**config.mk**
```make
export PLATFORM = sky130hd
export DESIGN_NAME = qam_demod_ctrl
export DESIGN_NICKNAME = d
export VERILOG_FILES = /design/src/rtl/qam_pkg.sv /design/src/rtl/qam_sample_fifo.sv /design/src/rtl/qam_demod_ctrl.sv
export SDC_FILE = /design/constraint.sdc
export NUM_CORES = 1
export LEC_CHECK = 0
export BUFFER_PORTS_ARGS = -buffer_cell sky130_fd_sc_hd__buf_2
export CORE_ASPECT_RATIO = 0.75
export CORE_MARGIN = 2
export CORE_UTILIZATION = 30
export CTS_BUF_LIST = sky130_fd_sc_hd__clkbuf_4
export CTS_CLUSTER_DIAMETER = 40
export CTS_CLUSTER_SIZE = 28
export DETAILED_ROUTE_END_ITERATION = 8
export PLACE_DENSITY_LB_ADDON = 0.05
export RECOVER_POWER = 100
export SETUP_SLACK_MARGIN = 0.5
export SYNTH_ARGS = -nofsm -noshare
export SYNTH_HDL_FRONTEND = slang
export SYNTH_SLANG_ARGS = --single-unit
export TNS_END_PERCENT = 20
```
**constraint.sdc**
```tcl
create_clock -name axi_clk -period 3.5 [get_ports axi_clk]
set_clock_uncertainty 0.05 [all_clocks]
set_input_delay 0.7 -clock axi_clk [delete_from_list [all_inputs] [get_ports axi_clk]]
set_output_delay 0.7 -clock axi_clk [all_outputs]
set_load 0.01 [all_outputs]
```
**src/rtl/qam_pkg.sv**
```systemverilog
// Shared types and defaults for the QAM demodulator sample controller.
package qam_pkg;

  localparam int SAMPLE_W       = 10;  // signed 3Q6 samples
  localparam int CNT_W          = 16;  // sample / flush counter width
  localparam int FIFO_DEPTH_DEF = 16;
  localparam int SAMPLE_DIV_DEF = 4;
  localparam int FLUSH_LEN_DEF  = 32;

  typedef logic signed [SAMPLE_W-1:0] sample_t;

  typedef enum logic [1:0] {
    ST_IDLE  = 2'd0,
    ST_RUN   = 2'd1,
    ST_FLUSH = 2'd2,
    ST_DONE  = 2'd3
  } qam_state_e;

endpackage

```
**src/rtl/qam_sample_fifo.sv**
```systemverilog
// First-word-fall-through sample buffer: data always shows the oldest
// entry while empty is low. Pushes on full and pops on empty are dropped
// internally; clr empties the buffer and wins over a same-cycle push.
module qam_sample_fifo
  import qam_pkg::*;
#(
  parameter int DEPTH = FIFO_DEPTH_DEF
) (
  input  logic    clk,
  input  logic    rst,
  input  logic    clr,
  input  logic    push,
  input  sample_t wdata,
  input  logic    pop,
  output sample_t data,
  output logic    full,
  output logic    empty
);

  localparam int AW = $clog2(DEPTH);

  sample_t         mem_q [DEPTH];
  logic [AW-1:0]   wr_ptr_q, wr_ptr_d;
  logic [AW-1:0]   rd_ptr_q, rd_ptr_d;
  logic [AW:0]     count_q, count_d;
  logic            do_push, do_pop;

  assign full  = (count_q == (AW+1)'(DEPTH));
  assign empty = (count_q == '0);
  assign data  = mem_q[rd_ptr_q];

  // Pointer and occupancy update; simultaneous push and pop keep the count.
  always_comb begin
    do_push  = push && !full;
    do_pop   = pop && !empty;
    wr_ptr_d = wr_ptr_q;
    rd_ptr_d = rd_ptr_q;
    count_d  = count_q;
    if (clr) begin
      wr_ptr_d = '0;
      rd_ptr_d = '0;
      count_d  = '0;
    end else begin
      if (do_push) wr_ptr_d = wr_ptr_q + AW'(1);
      if (do_pop)  rd_ptr_d = rd_ptr_q + AW'(1);
      case ({do_push, do_pop})
        2'b10:   count_d = count_q + (AW+1)'(1);
        2'b01:   count_d = count_q - (AW+1)'(1);
        default: count_d = count_q;
      endcase
    end
  end

  // Pointer registers.
  always_ff @(posedge clk) begin
    if (rst) begin
      wr_ptr_q <= '0;
      rd_ptr_q <= '0;
      count_q  <= '0;
    end else begin
      wr_ptr_q <= wr_ptr_d;
      rd_ptr_q <= rd_ptr_d;
      count_q  <= count_d;
    end
  end

  // Storage array; contents are don't-care until written.
  always_ff @(posedge clk) begin
    if (do_push && !clr && !rst) mem_q[wr_ptr_q] <= wdata;
  end

endmodule

```
**src/rtl/qam_demod_ctrl.sv**
```systemverilog
// Frame controller feeding the demod datapath: pulls buffered samples at
// one strobe slot every SAMPLE_DIV clocks, then drains the filter pipeline
// with FLUSH_LEN zero strobes.
//
// Upstream handshake: a sample transfers on a rising edge where
// s_valid && s_ready; s_ready reflects only buffer space (low in reset),
// and s_data must hold while s_valid is high and s_ready is low.
module qam_demod_ctrl
  import qam_pkg::*;
#(
  parameter int FIFO_DEPTH = FIFO_DEPTH_DEF,
  parameter int SAMPLE_DIV = SAMPLE_DIV_DEF,
  parameter int FLUSH_LEN  = FLUSH_LEN_DEF
) (
  input  logic                axi_clk,
  input  logic                axi_rst,
  input  logic                start,
  input  logic                abort,
  input  logic [CNT_W-1:0]    cfg_frame_len,
  input  logic                s_valid,
  output logic                s_ready,
  input  logic [SAMPLE_W-1:0] s_data,
  output logic                qam_valid,
  output logic [SAMPLE_W-1:0] qam_in,
  output logic                busy,
  output logic                frame_done,
  output logic                underrun,
  output qam_state_e          state_dbg
);

  localparam int                DIV_W      = (SAMPLE_DIV > 1) ? $clog2(SAMPLE_DIV) : 1;
  localparam logic [DIV_W-1:0]  DIV_LAST   = DIV_W'(SAMPLE_DIV - 1);
  localparam logic [CNT_W-1:0]  FLUSH_LAST = CNT_W'(FLUSH_LEN - 1);

  qam_state_e            state_q, state_d;
  logic [DIV_W-1:0]      div_q, div_d;
  logic [CNT_W-1:0]      cnt_q, cnt_d;
  logic [CNT_W-1:0]      flush_cnt_q, flush_cnt_d;
  logic [CNT_W-1:0]      len_q, len_d;
  logic [SAMPLE_W-1:0]   qam_in_q, qam_in_d;
  logic                  qam_valid_q, qam_valid_d;
  logic                  frame_done_q, frame_done_d;
  logic                  underrun_q, underrun_d;

  logic                  slot;
  logic                  fifo_push, fifo_pop, fifo_clr;
  logic                  fifo_full, fifo_empty;
  sample_t               fifo_data;

  assign slot       = (div_q == DIV_LAST);
  assign s_ready    = !fifo_full && !axi_rst;
  assign fifo_push  = s_valid && s_ready;
  assign qam_valid  = qam_valid_q;
  assign qam_in     = qam_in_q;
  assign frame_done = frame_done_q;
  assign underrun   = underrun_q;
  assign busy       = (state_q == ST_RUN) || (state_q == ST_FLUSH);
  assign state_dbg  = state_q;

  qam_sample_fifo #(
    .DEPTH (FIFO_DEPTH)
  ) u_fifo (
    .clk   (axi_clk),
    .rst   (axi_rst),
    .clr   (fifo_clr),
    .push  (fifo_push),
    .wdata (s_data),
    .pop   (fifo_pop),
    .data  (fifo_data),
    .full  (fifo_full),
    .empty (fifo_empty)
  );

  // Next-state, divider, counters and strobe generation.
  always_comb begin
    state_d      = state_q;
    div_d        = '0;
    cnt_d        = cnt_q;
    flush_cnt_d  = flush_cnt_q;
    len_d        = len_q;
    qam_in_d     = qam_in_q;
    qam_valid_d  = 1'b0;
    frame_done_d = 1'b0;
    underrun_d   = underrun_q;
    fifo_pop     = 1'b0;
    fifo_clr     = 1'b0;
    if (abort) begin
      state_d     = ST_IDLE;
      cnt_d       = '0;
      flush_cnt_d = '0;
      fifo_clr    = 1'b1;
    end else begin
      case (state_q)
        ST_IDLE: begin
          if (start && (cfg_frame_len != '0)) begin
            state_d     = ST_RUN;
            len_d       = cfg_frame_len;
            cnt_d       = '0;
            flush_cnt_d = '0;
            underrun_d  = 1'b0;
          end
        end
        ST_RUN: begin
          div_d = slot ? '0 : div_q + DIV_W'(1);
          if (slot) begin
            if (!fifo_empty) begin
              fifo_pop    = 1'b1;
              qam_valid_d = 1'b1;
              qam_in_d    = fifo_data;
              cnt_d       = cnt_q + CNT_W'(1);
              if ((cnt_q + CNT_W'(1)) == len_q) state_d = ST_FLUSH;
            end else begin
              // Empty slot is skipped so the cordic phase only advances on real samples.
              underrun_d = 1'b1;
            end
          end
        end
        ST_FLUSH: begin
          div_d = slot ? '0 : div_q + DIV_W'(1);
          if (slot) begin
            qam_valid_d = 1'b1;
            qam_in_d    = '0;
            flush_cnt_d = flush_cnt_q + CNT_W'(1);
            if (flush_cnt_q == FLUSH_LAST) state_d = ST_DONE;
          end
        end
        ST_DONE: begin
          frame_done_d = 1'b1;
          cnt_d        = '0;
          flush_cnt_d  = '0;
          state_d      = ST_IDLE;
        end
        default: state_d = ST_IDLE;
      endcase
    end
  end

  // Control and output registers.
  always_ff @(posedge axi_clk) begin
    if (axi_rst) begin
      state_q      <= ST_IDLE;
      div_q        <= '0;
      cnt_q        <= '0;
      flush_cnt_q  <= '0;
      len_q        <= '0;
      qam_in_q     <= '0;
      qam_valid_q  <= 1'b0;
      frame_done_q <= 1'b0;
      underrun_q   <= 1'b0;
    end else begin
      state_q      <= state_d;
      div_q        <= div_d;
      cnt_q        <= cnt_d;
      flush_cnt_q  <= flush_cnt_d;
      len_q        <= len_d;
      qam_in_q     <= qam_in_d;
      qam_valid_q  <= qam_valid_d;
      frame_done_q <= frame_done_d;
      underrun_q   <= underrun_d;
    end
  end

endmodule

```
==> run metrics, run 1 <==
arrival time at the worst endpoint roughly 3.6 ns; wire length of the first global-routing pass 41.1 mm; min setup slack post-route between 0.4 and 0.5 ns; num rows 59; Crit Path Max Fanout 5; critical path data required time 4.03 ns; Hold Path Class input pin to flip-flop; Pwr Density 450 nW/um2; Hold Vio Cnt, Final 0; fmax 0.330 GHz; Post-Syn Area per Cell 13.7 um2; Setup crit end kind flip-flop; synth top area cells edfxtp_1 (46%), dfxtp_1 (16%), mux4_2 (8.6%), nor2_1 (3.0%), mux2i_1 (3.0%); most used cell, CP a21oi_1; yosys warns 0; DP HPWL 17.7 mm; Max Slew Vio Count 30; failing checks capacitance limit, slew limit; most used flip-flop cell after synthesis edfxtp_1; sequential share of the synthesized area 0.614; wire length per cell ~20 um; overall routing resource usage 0.150; Distinct cells, synth 63; Sw Pwr 1.30 mW; Internal approximately 4.1 mW; CTS buffer count 38; ys async rst share 0; die extent in y 166 um; cells after synthesis 769; Final #Nets 910; Synth area leader edfxtp_1; drt total wl 26.8 mm; status complete, but fails checks; unrepaired setup endpoints after global routing true; layout cell share with drive strength beyond 1 0.205; Slowest-stage cell, CP or4_1; ANT nets after route 0; top cells by count, synth edfxtp_1 (160), nor2_1 (84), dfxtp_1 (82); Die Wd ~220 um; DRC 0; CTS Sinks 242; TritonCTS clock tree built; pre-CTS setup slack 0.457 ns; Setup crit start kind flip-flop; CTS clock-pin slew for the worst setup and hold paths 0.09 ns; Starting Density 0.304; H-tree depth 2; Core ar. about 35,000 um2; die area around 37,000 um2; port bufs 47; Rel. slew slack -0.106; buffers and inverters on the worst path 0; Least-Margin Pin Slew roughly 1.7 ns; leakage power 3.85 nW; io pins 48; cell with the most instances after synthesis edfxtp_1; Post-synth EDFFs 160; via-per-instance ratio 4.94; register share of total power 0.572; Critical Path Max Stage Delay 0.59 ns; Worst Setup Path Type flip-flop to flip-flop; initial antenna violation count 1; Clock Tree Buf Depth 3; DR iter-0 viols 392; min cycle time layout just over 3 ns; CTS root buf clkbuf_4; drt first pass iters 5; clock power share 0.385; fin crit share 0.866; hold_buf cts 0; fraction of power spent switching nets 0.241; remaining global-route overflow 0; Setup TNS 0 ns; Via Count 6,653; Placer Congestion 0.775; share of the synthesized area in the top cell type 0.458; CP delay by family, top simple AND/OR/NAND/NOR gates; Worst VDD drop 0.000175 V; clock latency on the worst-skew pair 0.67 ns; combinational power share 0.043; Cell Area, Synth 10,500 um2; total of max-cap violations 1; Synthesized Nets 819; vias in the first global route 6,701; Synth Register Bits 242; setup violators final 0; CP cell instances or4_1, o211ai_1, nor2_1, ha_4, fa_1, a21o_1, a21oi_1, xor2_1, or3_1, a21oi_1; Synth-to-Final Area Change 13.9%; largest net degree at the start of global routing 34
[final cells by class]
class                           instances  area, um2
Clock inverter                         24        244
Inverter                                8       30.0
Timing Repair Buffer                   95        494
Tap cell                              457        572
Fill cell                            3426      22600
Clock buffer                           45        338
Antenna cell                            2       5.00
Multi-Input combinational cell        475       3830
Sequential cell                       242       6450
[layout by cell type (no fill, tap or decap), drive strengths merged, types with 16 or more instances in the layout]
cell	count
ha	18
xor2	26
nor3	18
xnor2	17
dfxtp	82
a21oi	34
mux4	40
edfxtp	160
nand2	41
clkbuf	98
a22oi	16
nor2b	16
nor2	84
buf	42
mux2i	31
o21ai	21
[through the flow]
step / instances / hold slack [ns] / utilization / power [mW] / instance area [um2]
global placement: 1265 / 0.366 / 0.330 / 3.38 / 11400
CTS: 1344 / 0.157 / 0.349 / 5.51 / 12000
floorplan: 769 / 0.354 / - / 3.28 / 10500
detailed placement: 1265 / 0.379 / 0.330 / 3.39 / 11400
finish: 1348 / 0.226 / 0.346 / 5.38 / 12000
global route: 1348 / 0.178 / 0.346 / 5.65 / 12000
[repair_timing]
action	in CTS	in global routing
endpoints found under the setup margin	1	3
buffers inserted	10	2
gates resized for setup	1	10
pin swaps	1	2
[worst reg2reg max path, stage by stage, from the launching register on]
cell and delay (ns):
dfxtp_1 0.36, or4_1 0.59, o211ai_1 0.28, nor2_1 0.16, ha_4 0.21, fa_1 0.40, a21o_1 0.19, a21oi_1 0.18
xor2_1 0.09, or3_1 0.31, a21oi_1 0.13
[power by group through the flow]
stage | Sequential, mW | Clock (mW) | Combinational [mW]
4_1_cts | 3.08 | 2.19 | 0.244
6_report | 3.08 | 2.07 | 0.233
3_5_place_dp | 3.14 | 0 | 0.243
2_1_floorplan | 3.14 | 0 | 0.137
5_1_grt | 3.08 | 2.31 | 0.261
3_3_place_gp | 3.14 | 0 | 0.237
[registers in the layout, summed over array words and instances (netlist names), named ones only]
register,count
u_fifo.mem_q,160
qam_valid,1
underrun,1
len_q,16
cnt_q,16
u_fifo.count_q,5
div_q,2
frame_done,1
flush_cnt_q,16
u_fifo.wr_ptr_q,4
state_dbg,2
u_fifo.rd_ptr_q,4
qam_in,10
[logic make-up after synthesis]
family	synth area share
DFF	0.614
xor gates and xnor gates	0.0359
AOI/OAI and AO/OA	0.0672
buffers and inverters	0.0243
adders and majority gates	0.0234
muxes	0.115
and+or+nand+nor	0.120
[path summary, 6_finish.rpt]
kind                            slack [ns]                end  depth (start not counted)         startpoint
worst min-delay path                  0.23           len_q[0]                          3   cfg_frame_len[0]
worst min register to register        0.40           div_q[0]                          1           div_q[0]
worst max register to register        0.47  u_fifo.count_q[4]                         10  u_fifo.count_q[1]
worst max-delay path                  0.47  u_fifo.count_q[4]                         10  u_fifo.count_q[1]
[metal layers]
layer / routed length [um] / track usage
met5: 0 / 0
met4: 544 / 0.0400
met3: 1070 / 0.0310
met2: 11100 / 0.211
met1: 14000 / 0.233
Note: power is estimated with default switching activity, not from simulation.
==> run 2, diff against run 1 <==
--- a/config.mk
+++ b/config.mk
@@ -5,6 +5,7 @@
 export SDC_FILE = /design/constraint.sdc
 export NUM_CORES = 1
 export LEC_CHECK = 0
+export ABC_AREA = 1
 export BUFFER_PORTS_ARGS = -buffer_cell sky130_fd_sc_hd__buf_2
 export CORE_ASPECT_RATIO = 0.75
 export CORE_MARGIN = 2
==> run 2 against run 1 <==
The run now ends clean. Largest power group unchanged. Register-to-register slack better by 0.13 ns. Synthesized cell count is 40% higher. Hold slack gained 0.0089 ns. Global-route usage is 0.70 points higher. Synthesized area grew 2.2%. Sequential share of layout area fell by 0.85 points. Combinational power increased by 64%. Largest cell class unchanged.
==> run metrics, run 2 <==
fmax 0.333 GHz; Rel. slew slack 0.289; Starting Density 0.307; Crit Path Max Fanout 19; clock latency on the worst-skew pair between 0.6 and 0.7 ns; largest net degree at the start of global routing 68; io pins 48; Hold EP len_q[2]; Via Count 7,726; Reg2Reg Setup Slack 0.60 ns; Largest Register u_fifo.mem_q; leakage power 4.15 nW; post_cts resized 0; busiest layer in global routing met1; wire length per cell 17.5 um; Placed Cells 1,574; num rows 59; Reg-to-Reg Start u_fifo.count_q[1]; final instance area 12,200 um2; Post-Synth Adder-Cell Area 0.0228; Post-CTS Setup Inserts 0; Post-Syn Area per Cell 9.96 um2; port bufs 47; Worst VDD drop 0.000207 V; fin crit share 0.857; Synth Register Bits 242; placed cell area 11,700 um2; top cells by count, synth edfxtp_1 (160), nand2_1 (136), o21ai_0 (131); CTS root buf clkbuf_4; status completed; cells after synthesis 1,078; met3 usage 0.0318; cell with the most instances after synthesis edfxtp_1; Hold Vio Cnt, Final 0; critical path data required time 3.95 ns; most frequent cells in the layout edfxtp_1 (160), nand2_1 (136), o21ai_0 (131); r2r worst-path depth 10; xor/xnor share of the synthesized area 0.0104; share of the synthesized area in the top cell type 0.448; Final Non-Filler Cells 1,651; wire length of the first global-routing pass between 40 and 50 mm; ANT nets after route 0; die extent in y 168 um; overall routing resource usage 0.157; ys async rst share 0; CTS Sinks 242; Placer Congestion between 0.7 and 0.8; Hold Path Class input pin to flip-flop; Synth area leader edfxtp_1; min cycle time layout 3.00 ns; Cell Area, Synth 10,700 um2; drt first pass iters 4; Critical Path Max Stage Delay 0.81 ns; DR iter-0 viols 441; most used flip-flop cell after synthesis edfxtp_1; initial antenna violation count 1; mux share of post-synthesis cell area 0.0373; commonest non-fill, non-tap cell in the layout edfxtp_1; die area 37,300 um2; Slowest-stage cell, CP clkbuf_1; max FFs per register 160; layout cell share with drive strength beyond 1 0.107; fillers 3,663; post-synthesis compound-gate area fraction 0.139; hold_buf cts 0; Synth-to-Final Area Change 13.3%; Setup crit start kind input pin; Post-synth EDFFs 160; Least-Margin Pin Slew 1.07 ns; worst hold path depth 3; CTS buffer count 39; drt total wl 28.9 mm; largest family of logic cells by synthesized area compound AO/OA/AOI/OAI gates; total of max-cap violations 0; Synthesized Nets 1,128; most used cell, CP clkbuf_1; vias in the first global route 7,510; CP cell instances buf_2, clkbuf_1, nor2_1, clkbuf_1, inv_1, a2111oi_0; unrepaired setup endpoints after global routing false; TritonCTS clock tree built; Worst R2R End u_fifo.mem_q[10][7]; Setup crit end kind flip-flop; Die Wd approximately 220 um; DRC 0; sequential share of the synthesized area 0.601; CP delay by family, top buffers and inverters; yosys warns 0; via-per-instance ratio 4.68; Synth Area in Simple Gates 0.130; Max Slew Vio Count 0; Distinct cells, synth 43; min-delay src cfg_frame_len[2]; Final #Nets 1,208; Clock Tree Buf Depth 3; synth top area cells edfxtp_1 (45%), dfxtp_1 (15%), o21ai_0 (6.1%), a21oi_1 (5.6%), nand2_1 (4.8%); setup violators final 0; Setup TNS 0 ns; H-tree depth 2; Core ar. 35,000 um2; DP HPWL 19.5 mm; Pwr Density roughly 470 nW/um2; CTS clock-pin slew for the worst setup and hold paths 0.10 ns; Worst Setup Path Type input pin to flip-flop; GR Util met1 0.240; buffers and inverters on the worst path 4; routing usage on met2 0.224; remaining global-route overflow 0; arrival time at the worst endpoint around 3.5 ns
run 2: through the flow:
stage / utilization / setup slack (ns) / hold WS (ns) / power [mW]
2_1_floorplan: - / 0.735 / 0.349 / 3.41
3_3_place_gp: 0.334 / 0.617 / 0.360 / 3.58
3_5_place_dp: 0.334 / 0.652 / 0.371 / 3.58
4_1_cts: 0.351 / 0.580 / 0.131 / 5.82
5_1_grt: 0.347 / 0.289 / 0.148 / 5.99
6_report: 0.347 / 0.501 / 0.235 / 5.69
run 2: report_power, final:
group	internal (mW)	total, mW	switching (mW)
Clock	1.02	2.20	1.18
Combinational	0.107	0.383	0.275
Sequential	3.08	3.11	0.0305
run 2: kinds of logic after synthesis:
group	Yosys count
xor+xnor	11
fa+ha+maj	19
compound gates	284
flops	242
buf+inv	166
simple gates	316
mux	40
run 2: worst max-delay path by stage:
stage               depth (start not counted)              start                end
global placement                           14            axi_rst  u_fifo.count_q[4]
CTS                                        17  u_fifo.count_q[1]  u_fifo.count_q[4]
finish                                      6            axi_rst          qam_valid
global route                               11       state_dbg[1]          cnt_q[11]
detailed placement                         14            axi_rst  u_fifo.count_q[4]
floorplan                                  16       state_dbg[1]  u_fifo.count_q[4]
run 2: worst reg2reg max path, stage by stage (launching register included):
cell      delay [ns]
dfxtp_1         0.39
inv_1           0.07
nand4_1         0.11
or2_2           0.12
nand2_1         0.04
inv_1           0.06
nand2_1         0.17
nor2_1          0.22
inv_1           0.12
nor3_1          0.73
clkbuf_1        0.47
run 2: layer usage:
layer | vias up | routed length, um
li1 | 3922 | -
met1 | 3633 | 15500
met2 | 124 | 11700
met3 | 47 | 1200
met4 | 0 | 509
met5 | - | 0
run 2: final cells by class:
type | count | area [um2] | share of cell area
sequential | 242 | 6450 | 0.531
multi-input combinational | 670 | 3640 | 0.300
tap | 457 | 572 | 0.0470
inverter | 122 | 458 | 0.0377
timing repair buffer | 83 | 402 | 0.0330
clock buffer | 43 | 323 | 0.0266
clock inverter | 29 | 294 | 0.0242
antenna | 5 | 12.5 | 0.00103
==> run 3, diff against run 2 <==
--- a/config.mk
+++ b/config.mk
@@ -9,11 +9,12 @@
 export BUFFER_PORTS_ARGS = -buffer_cell sky130_fd_sc_hd__buf_2
 export CORE_ASPECT_RATIO = 0.75
 export CORE_MARGIN = 2
-export CORE_UTILIZATION = 30
+export CORE_UTILIZATION = 50
 export CTS_BUF_LIST = sky130_fd_sc_hd__clkbuf_4
 export CTS_CLUSTER_DIAMETER = 40
 export CTS_CLUSTER_SIZE = 28
 export DETAILED_ROUTE_END_ITERATION = 8
+export GPL_TIMING_DRIVEN = 0
 export PLACE_DENSITY_LB_ADDON = 0.05
 export RECOVER_POWER = 100
 export SETUP_SLACK_MARGIN = 0.5
==> constraint.sdc (replaced) <==
create_clock -name axi_clk -period 2.6 [get_ports axi_clk]
set_clock_uncertainty 0.05 [all_clocks]
set_input_delay 0.52 -clock axi_clk [delete_from_list [all_inputs] [get_ports axi_clk]]
set_output_delay 0.52 -clock axi_clk [all_outputs]
set_load 0.01 [all_outputs]
==> run 3 against run 2 <==
Sequential power increased by 35%. Non-clock buffer count rose by 43. Cell area up 4.9%. Clock power is 20% higher. Combinational power up 66%. Count of clock-buffer cells in the layout fell by 10. Global-route usage is 9.0 points higher.
==> run metrics, run 3 (synthesis gave the netlist of run 2 again) <==
Worst VDD drop between 0.0004 and 0.0005 V; worst setup path startpoint u_fifo.count_q[1]; Max Slew Vio Count 0; Clock Tree Buf Depth 3; fillers 1,813; Reg-to-Reg Start u_fifo.count_q[1]; io pins 48; Register Area approximately 6500 um2; Final #Nets 1,242; min cycle time layout 2.46 ns; r2r worst-path depth 17; Worst Setup Path Type flip-flop to flip-flop; DR iter-0 viols 734; fin crit share 0.947; Worst R2R End u_fifo.count_q[4]; Ant. Diodes 0; unrepaired setup endpoints after global routing true; worst setup path endpoint u_fifo.count_q[4]; ANT nets after route 0; total of max-cap violations 0; wire length per cell 18.6 um; die area 22,700 um2; commonest non-fill, non-tap cell in the layout edfxtp_1; drt first pass iters 5; arrival time at the worst endpoint 3.04 ns; most frequent cells in the layout edfxtp_1 (160), nand2_1 (130), a21oi_1 (119); Reg2Reg Setup Slack 0.14 ns; pre-CTS setup slack -0.272 ns; Pwr Density 587 nW/um2; Crit Path Max Fanout 4; via-per-instance ratio 5.49; Setup crit end kind flip-flop; max FFs per register 160; leakage power about 4.5 nW; min setup slack post-route 0.137 ns; remaining global-route overflow 0; TritonCTS clock tree built; overall routing resource usage 0.248; port bufs 46; Least-Margin Pin Slew approximately 0.96 ns; DRC 0; largest net degree at the start of global routing 20; setup violators final 0; status completed; area of the multi-input gates 4010 um2; critical path data required time 3.18 ns; die extent in y 131 um; fraction of power spent switching nets 0.283; H-tree depth 1; Die Wd 173 um; clock power share 0.355; DP HPWL about 19 mm; Sw Pwr 2.11 mW; Synth-to-Final Area Change 18.8%; initial antenna violation count 1; clock latency on the worst-skew pair 0.73 ns; layout cell share with drive strength beyond 1 0.206; register share of total power 0.560; CTS clock-pin slew for the worst setup and hold paths around 0.15 ns; num rows 46; combinational power share 0.085; placed cell area 11,500 um2; CTS buffer count 30; Placer Congestion 0.880; Starting Density 0.508; wire length of the first global-routing pass 42.7 mm; fmax around 0.4 GHz; Via Count 8,260; final instance area 12,700 um2; vias in the first global route 7,479; Hold Path Class input pin to flip-flop; Core ar. 21,100 um2; Internal between 5 and 6 mW; Rel. slew slack 0.357; Hold Vio Cnt, Final 0; Largest Register u_fifo.mem_q; drt total wl 28.0 mm; CTS Sinks 242; Setup crit start kind flip-flop; CTS root buf clkbuf_4
-- run 3: critical path, stage by stage, from the launching register on --
cell and delay, ns:
dfxtp_4 0.37, inv_2 0.05, nand4_1 0.13, nor2_1 0.14, inv_2 0.07, nand2_4 0.07, nor2_4 0.04, inv_2 0.08
nor2_4 0.04, ha_4 0.22, fa_2 0.35, a21o_1 0.21, a21oi_2 0.14, inv_2 0.06, a21oi_2 0.12, o21ai_2 0.07
o21ai_1 0.11, a21oi_1 0.05
-- run 3: layout make-up --
cell class                 instances  share of cell area
clock buffer                      33              0.0194
clock inverter                    23              0.0238
inverter                         122              0.0376
sequential                       242               0.508
timing repair buffer              82              0.0495
multi-input combinational        670               0.315
tap                              288              0.0283
buffer                            44              0.0193
-- run 3: timing repair --
action,CTS,global route
pin swaps,15,21
gates resized for setup,27,118
hold buffers,3,0
setup buffers,16,11
hold endpoints to repair,3,0
setup endpoints to repair,163,207
-- run 3: stage by stage --
step	setup TNS, ns	util	power, mW	cells	hold slack [ns]
2_1_floorplan	0	-	4.61	1078	0.349
3_3_place_gp	-69.14	0.541	4.81	1412	0.360
3_5_place_dp	-20.98	0.546	4.82	1418	0.363
4_1_cts	0	0.585	7.46	1493	0.0205
5_1_grt	-0.0409	0.604	7.76	1504	0.0533
6_report	0	0.604	7.48	1504	0.0427
-- run 3: metal layers --
metal | part of all wire | vias to the layer above | GRT usage
li1 | - | 3994 | -
met1 | 0.49 | 3972 | 0.386
met2 | 0.41 | 247 | 0.357
met3 | 0.078 | 47 | 0.0463
met4 | 0.019 | 0 | 0.0568
met5 | 0 | - | 0
-- run 3: how the worst min path moves through the flow --
| stage | start | endpoint | slack [ns] | depth (start not counted) |
|---|---|---|---|---|
| finish | cfg_frame_len[5] | len_q[5] | 0.04 | 3 |
| global route | cfg_frame_len[0] | len_q[0] | 0.05 | 3 |
| CTS | cfg_frame_len[0] | len_q[0] | 0.02 | 3 |
| detailed placement | div_q[0] | div_q[0] | 0.36 | 1 |
| global placement | div_q[0] | div_q[0] | 0.36 | 1 |
| floorplan | div_q[0] | div_q[0] | 0.35 | 1 |
-- run 3: power groups by stage --
stage / clock network (mW) / registers [mW] / logic (mW)
detailed placement: 0 / 4.28 / 0.535
CTS: 2.71 / 4.19 / 0.556
floorplan: 0 / 4.28 / 0.326
finish: 2.65 / 4.19 / 0.635
global placement: 0 / 4.28 / 0.530
global route: 2.85 / 4.20 / 0.704
